`src/rtl/dmem_mmio.sv`:
```
// dmem_mmio -- data-side responder for the single-cycle MIPS core.
//
// Serves the core's data-memory port. It contains a word-addressed RAM and a
// small register window at MMIO_BASE. The window holds an LED register, a
// free-running cycle counter and an optional countdown timer with interrupt.
// Reads are combinational. Writes and counter updates occur on the rising
// clock edge.
//
// Build option: define DMEM_TIMER_EN to include the timer. When it is left
// undefined there are no timer flops, the timer offsets read 0 and irq is
// tied to 0.
//
// Ports:
//   clock  in   1   rising-edge clock
//   reset  in   1   asynchronous, active-low reset (RAM is not reset)
//   we     in   1   write enable from the core
//   ra     in  32   byte address; bits [1:0] are ignored (word access only)
//   wd     in  32   write data
//   rd     out 32   read data, combinational, pre-edge register state
//   leds   out  8   LED register
//   irq    out  1   timer interrupt, TFLAG & TIE
//
// Timer FSM (state | meaning):
//   IDLE | TEN=0, TCOUNT holds its value
//   RUN  | TEN=1, TCOUNT counts down, expiry sets TFLAG
module dmem_mmio #(
  parameter int unsigned RAM_WORDS = 64,
  parameter logic [31:0] MMIO_BASE = 32'hFFFF_0000
) (
  input  logic        clock,
  input  logic        reset,
  input  logic        we,
  input  logic [31:0] ra,
  input  logic [31:0] wd,
  output logic [31:0] rd,
  output logic [7:0]  leds,
  output logic        irq
);

  localparam int unsigned AW = (RAM_WORDS > 1) ? $clog2(RAM_WORDS) : 1;

  // Register offsets as word indices (ra[15:2]).
  localparam logic [13:0] OFF_LED   = 14'h0000;
  localparam logic [13:0] OFF_CYCLE = 14'h0001;

  logic          is_mmio;
  logic [AW-1:0] ram_idx;
  logic [13:0]   word_off;
  logic          mmio_we;
  logic          unused_byte_lane;
  logic [31:0]   timer_rd;

  assign is_mmio          = (ra[31:16] == MMIO_BASE[31:16]);
  assign ram_idx          = ra[AW+1:2];
  assign word_off         = ra[15:2];
  assign mmio_we          = we & is_mmio;
  assign unused_byte_lane = ^ra[1:0];

  // RAM: no reset, so its contents survive a core reset.
  logic [31:0] ram_q [RAM_WORDS];

  always_ff @(posedge clock) begin
    if (we && !is_mmio) ram_q[ram_idx] <= wd;
  end

  // LED register and cycle counter.
  logic [7:0]  led_q, led_d;
  logic [31:0] cycle_q, cycle_d;

  always_comb begin
    led_d = led_q;
    if (mmio_we && (word_off == OFF_LED)) led_d = wd[7:0];
  end

  assign cycle_d = cycle_q + 32'd1;

  always_ff @(posedge clock or negedge reset) begin
    if (!reset) begin
      led_q   <= 8'd0;
      cycle_q <= 32'd0;
    end else begin
      led_q   <= led_d;
      cycle_q <= cycle_d;
    end
  end

  assign leds = led_q;

`ifdef DMEM_TIMER_EN
  localparam logic [13:0] OFF_TCTRL  = 14'h0002;
  localparam logic [13:0] OFF_TLOAD  = 14'h0003;
  localparam logic [13:0] OFF_TCOUNT = 14'h0004;

  localparam logic [0:0] ST_IDLE = 1'b0;
  localparam logic [0:0] ST_RUN  = 1'b1;

  // TEN is the FSM state itself, so it has no separate flop.
  logic [0:0]  state_q, state_d;
  logic        treload_q, treload_d;
  logic        tie_q, tie_d;
  logic        tflag_q, tflag_d;
  logic [31:0] tload_q, tload_d;
  logic [31:0] tcount_q, tcount_d;
  logic        wr_tctrl, wr_tload, expire;

  assign wr_tctrl = mmio_we && (word_off == OFF_TCTRL);
  assign wr_tload = mmio_we && (word_off == OFF_TLOAD);
  assign expire   = (state_q == ST_RUN) && (tcount_q == 32'd1);

  always_comb begin
    state_d   = state_q;
    treload_d = treload_q;
    tie_d     = tie_q;
    tflag_d   = tflag_q;
    tload_d   = tload_q;
    tcount_d  = tcount_q;

    if (wr_tload) tload_d = wd;

    if (wr_tctrl) begin
      treload_d = wd[1];
      tie_d     = wd[2];
      if (wd[3]) tflag_d = 1'b0;
    end
    // The set is applied after the clear so that an expiry wins over a
    // W1C write in the same cycle.
    if (expire) tflag_d = 1'b1;

    case (state_q)
      ST_IDLE: begin
        if (wr_tctrl && wd[0]) begin
          tcount_d = tload_q;
          if (tload_q != 32'd0) state_d = ST_RUN;
        end
      end
      ST_RUN: begin
        // A TCTRL write takes priority over the count: bit0=1 restarts the
        // timer and bit0=0 stops it with TCOUNT frozen.
        if (wr_tctrl) begin
          if (wd[0]) begin
            tcount_d = tload_q;
            if (tload_q == 32'd0) state_d = ST_IDLE;
          end else begin
            state_d = ST_IDLE;
          end
        end else if (expire) begin
          if (treload_q && (tload_q != 32'd0)) begin
            tcount_d = tload_q;
          end else begin
            tcount_d = 32'd0;
            state_d  = ST_IDLE;
          end
        end else if (tcount_q == 32'd0) begin
          state_d = ST_IDLE;
        end else begin
          tcount_d = tcount_q - 32'd1;
        end
      end
      default: state_d = ST_IDLE;
    endcase
  end

  always_ff @(posedge clock or negedge reset) begin
    if (!reset) begin
      state_q   <= ST_IDLE;
      treload_q <= 1'b0;
      tie_q     <= 1'b0;
      tflag_q   <= 1'b0;
      tload_q   <= 32'd0;
      tcount_q  <= 32'd0;
    end else begin
      state_q   <= state_d;
      treload_q <= treload_d;
      tie_q     <= tie_d;
      tflag_q   <= tflag_d;
      tload_q   <= tload_d;
      tcount_q  <= tcount_d;
    end
  end

  always_comb begin
    timer_rd = 32'd0;
    case (word_off)
      OFF_TCTRL:  timer_rd = {28'd0, tflag_q, tie_q, treload_q, (state_q == ST_RUN)};
      OFF_TLOAD:  timer_rd = tload_q;
      OFF_TCOUNT: timer_rd = tcount_q;
      default:    timer_rd = 32'd0;
    endcase
  end

  assign irq = tflag_q & tie_q;
`else
  assign timer_rd = 32'd0;
  assign irq      = 1'b0;
`endif

  // Read mux. Any unused offset in the window falls through to timer_rd,
  // which is 0 everywhere outside the timer registers.
  always_comb begin
    rd = ram_q[ram_idx];
    if (is_mmio) begin
      case (word_off)
        OFF_LED:   rd = {24'd0, led_q};
        OFF_CYCLE: rd = cycle_q;
        default:   rd = timer_rd;
      endcase
    end
  end

endmodule

```
`config.mk`:
```
export PLATFORM = sky130hd
export DESIGN_NAME = dmem_mmio
export DESIGN_NICKNAME = d
export VERILOG_FILES = /design/src/rtl/dmem_mmio.sv
export SDC_FILE = /design/constraint.sdc
export NUM_CORES = 2
export LEC_CHECK = 0
export ABC_AREA = 1
export BUFFER_PORTS_ARGS = -buffer_cell sky130_fd_sc_hd__buf_2
export CELL_PAD_IN_SITES_DETAIL_PLACEMENT = 0
export CELL_PAD_IN_SITES_GLOBAL_PLACEMENT = 1
export CORE_ASPECT_RATIO = 0.75
export CORE_MARGIN = 3
export CORE_UTILIZATION = 57
export CTS_BUF_LIST = sky130_fd_sc_hd__clkbuf_8
export CTS_CLUSTER_SIZE = 10
export DETAILED_ROUTE_END_ITERATION = 12
export PLACE_DENSITY_LB_ADDON = 0.1
export SYNTH_ARGS = -nofsm -noshare
export SYNTH_HDL_FRONTEND = slang
export SYNTH_SLANG_ARGS = --single-unit
```
`constraint.sdc`:
```
create_clock -name clock -period 4.3 [get_ports clock]
set_input_delay 0.43 -clock clock [delete_from_list [all_inputs] [get_ports clock]]
set_output_delay 0.43 -clock clock [all_outputs]
set_load 0.02 [all_outputs]
```
; ---- Yosys cells after proc, flatten, opt, wreduce, memory -nomap -nowiden
; Memory sizes are Yosys's and may differ from the RTL's.
; Index checks and enable logic that the tools add are counted.
; Widths: inputs -> output; s select.
[op_classes]
eq_ne = 2
bitwise_logic = 1
mux = 4
n_reduce_logical = 4
n_addsub = 1
[ops]
columns = op, count
row1 = $pmux 32 s2, 1
row2 = $add 32x1->32 const B, 1
row3 = $mux 32, 1
row4 = $eq 16x16->1 const B, 1
row5 = $eq 14x1->1 const B, 1
row6 = $logic_not 14->1, 1
row7 = $logic_and 1x1->1, 2
row8 = $mux 1, 2
row9 = $and 1x1->1, 1
row10 = $logic_not 1->1, 1
[word_totals]
in_bits = 67
mem_bits_rw = 2048
n_memories = 1
reg_bits = 40
wordCells = 15
[mem_list]
columns = name, depth, word_bits, read_ports, rd_clocked_by_memory_dff, wr, line_no
row1 = ram_q, 64, 32, 1, 0, 1, 60  ; logic [31:0] ram_q [RAM_WORDS];

; ---- Logic depth before layout (Yosys ltp)
[depth]
word_depth = 5
depth_mapped = 16
ltp_nobuf = 13

; ---- Worst setup path after synthesis
; OpenSTA, ideal clock, no wires.
[synth_path]
path_type = in2reg
from = input ra[3]
to = memory ram_q[10][0] (enable)
path_stages = 6
slack_ns = 0.917
setup_ns = 0.421
arrival_time_ns = 2.962
cell_sequence = buf_2 > buf_2 > buf_2 > buf_1 > nand4_1 > nor2_1
[synth_lines]
columns = item, line_no
row1 = start: declaration, 33  ; input logic [31:0] ra,
row2 = end: declaration, 60
; Straight into the memory's write port.

; ---- Final worst setup path
[layout_path]
from = input ra[2]
to = output rd[9]
[layout_via]
elab_chain_cells = 3
word_cells_on_any_way = 5
cone_classes = eq/ne (1) / mux (2) / reduce/logical (1) / memory (1)
[layout_rtl]
columns = item, line_no
row1 = branches (longest 2 deep; another with $mem_v2 64x32), -
row2 = $mux 32 (*), 201  ; if (is_mmio) begin
row3 = end: declaration, 35  ; output logic [31:0] rd,
; Mark *: on every way between the ends.

==> flow_metrics.tcl <==
set metrics [dict create \
    viasPerCell 5.48 \
    clock_latency_ps 1010 \
    routed_wl_um 251000 \
    whs_ps 104 \
    cts.sinks 2088 \
    synthMuxAreaShare_pct 0 \
    yosys.area_share.simple_pct 21.4 \
    grt_start_max_net_pins 128 \
    drt-initial-drc-count 7537 \
    relSlewSlack_pct 15.2 \
    grt_pass1_vias 56900 \
    crit_path_start_kind "input pin" \
    die_area_um2 160000 \
    cap_violations 0 \
    gp_congestion 0.900 \
    die_w_um 461 \
    ys_ff_latch 2088 \
    syn_inst 8485 \
    p_leak_nw 41.3 \
    drive_gt1_share_pct 8.70 \
    utilization_pct 64.3 \
    run_status "completed" \
    synth-xor-area-share_pct 0.297 \
    numCtsBuffers 330 \
    root_buffer "clkbuf_8" \
    endpoint_kind "output pin" \
    synth.distinct_cells 30 \
    power_density_nw_per_um2 409 \
    cp.arrival_ps 3240 \
    synth_top_cell_by_area "edfxtp_1" \
    crit_slowest_cell "buf_12" \
    grt_overflow 0 \
    critPathMaxFanout 70 \
    synth-seq-area-share_pct 70.6 \
    path_cells "buf_8, inv_8, buf_12, nand2_1, nand2_1, nand2_1, nand2_1, nand2_1, nand2_1, inv_1, nand2_1, nand2_1, nand3_1, nor2_1, buf_4, nor2_1, buf_2" \
    h-tree-depth 5 \
    std_cell_rows 124 \
    maxSlewViolCount 0 \
    max_freq_mhz 272 \
    dp_hpwl_um 144000 \
    nets 8837 \
    synth_nets 8553 \
    synth_area_leaders "edfxtp_1 (69%), nand2_1 (14%), nand3_1 (5.0%)" \
    cts_tree "built" \
    drc 0 \
    worstMarginPinSlew_ps 1270 \
    antenna_found_initial 9 \
    fin_tns_setup_ps 0 \
    hp-class "input pin to asynchronous set/reset pin" \
    final_antenna_net_count 0 \
    die_h_um 347 \
    period_share_pct 85.5 \
    post_cts_buffers 0 \
    core_area_um2 153000 \
    crit_required_ps 3870 \
    yosysWarnings 0 \
    critPathTopFamily "simple AND/OR/NAND/NOR gates" \
    cp_common_cell "nand2_1" \
    start_util_pct 57.7 \
    yosys.area_share.adder_pct 0.0141 \
    synth_top_area_share_pct 69.5 \
    synth_compound_area_share_pct 1.13 \
    synth_area_um2 88500 \
    cpPeakStageDelay_ps 350 \
    hold_viol 0 \
    mostFrequentLayoutCells "nand2_1 (3349), edfxtp_1 (2048), inv_1 (1207)" \
    via_count 60300 \
    clock_path_buffers 4 \
    grt_pass1_wl_um 369000 \
    port_buffers 104 \
    vdd_ir_drop_max_mv 0.392 \
    gr-usage-all-layers_pct 31.4 \
    io_pins 108 \
    rsz0062_at_grt "no" \
    crit_type "input pin to output pin" \
    wl_per_cell_um 22.8 \
    skew_ps 17.1 \
    final_common_cell "nand2_1" \
    synth.avg_cell_area_um2 10.4 \
    crit_buf_inv 6 \
    path_clk_slew_ps 70 \
    setup_viol 0 \
    synth_top_family_by_area "simple AND/OR/NAND/NOR gates" \
    drt_first_pass_iters 8 \
    areaGrowthSynthToFinish_pct 11.4 \
    period_minus_slack_ps 3670 \
]
[state kept, by name, summed over array words and instances, names as in the netlist]
name / count
ram_q: 2048
cycle_q: 32
leds: 8
[synthesized netlist by cell type]
| cell | n |
|---|---|
| buf_1 | 55 |
| nand4_2 | 1 |
| nand3b_1 | 23 |
| edfxtp_1 | 2048 |
| buf_4 | 1 |
| nor3_1 | 19 |
| clkbuf_1 | 202 |
| and3_1 | 3 |
| buf_2 | 151 |
| nand3b_4 | 1 |
| a21oi_1 | 112 |
| nor2_4 | 3 |
| inv_1 | 1082 |
| dfrtp_1 | 40 |
| nor2_2 | 1 |
| nor2_1 | 339 |
| xor2_1 | 30 |
| nand2_2 | 1 |
| nand3_1 | 887 |
| nor4_1 | 3 |
| o21ai_1 | 8 |
| o21ai_0 | 80 |
| inv_2 | 6 |
| nand4_1 | 34 |
| conb_1 | 1 |
| ha_1 | 1 |
| nor3b_1 | 2 |
| clkinv_1 | 1 |
| nor4_4 | 1 |
| nand2_1 | 3349 |
[timing repair]
action	in CTS	in global routing
resized for setup	0	0
hold endpoints to repair	492	0
hold buffers	25	0
[per-stage QoR]
step / instance area [um2] / power [W] / setup WS (ps) / instances
4_1_cts: 98600 / 0.0405 / 594 / 11000
2_1_floorplan: 88500 / 0.0244 / 917 / 8485
5_1_grt: 98600 / 0.0417 / 500 / 11000
6_report: 98600 / 0.0404 / 625 / 11000
3_5_place_dp: 92800 / 0.0258 / 693 / 10400
3_3_place_gp: 92800 / 0.0258 / 660 / 10400
[path summary, 6_finish.rpt]
| check | start | endpoint | slack (ps) | cells past startpoint |
|---|---|---|---|---|
| setup / recovery | ra[2] | rd[9] | 630 | 17 |
| hold / removal | reset | cycle_q[1] | 100 | 2 |
| setup reg to reg | cycle_q[0] | cycle_q[20] | 2190 | 10 |
| hold reg to reg | cycle_q[25] | cycle_q[25] | 480 | 1 |
| max in group asynchronous | reset | leds[7] | 3580 | 2 |
| min in group clock | wd[25] | ram_q[0][25] | 120 | 1 |
[power by group]
group	internal, W	total, W	switching, W
Sequential	0.0225	0.0225	0.0000292
Combinational	0.000716	0.00294	0.00223
Clock	0.00734	0.0149	0.00756
[cell type report]
class	count	area, um2
clock buffer	341	4690
tap	2016	2520
fill	12100	54700
clock inverter	212	876
multi-input combinational	4899	20700
timing repair buffer	361	3200
sequential	2088	62500
antenna	4	10.0
inverter	1089	4110
[cells by family after synthesis]
logic type	Yosys count
xor+xnor	30
other cells	1
compound gates	200
fa+ha+maj	1
simple gates	4667
flops	2088
buf+inv	1498
[layer usage]
metal	up-vias	routed length [um]	track usage [%]
met5	-	13	0
met4	2	9130	12.5
met3	453	23100	4.82
met2	2882	112000	46.8
met1	28900	108000	46.8
li1	28100	-	-
Power figures use the tool's default switching activity.
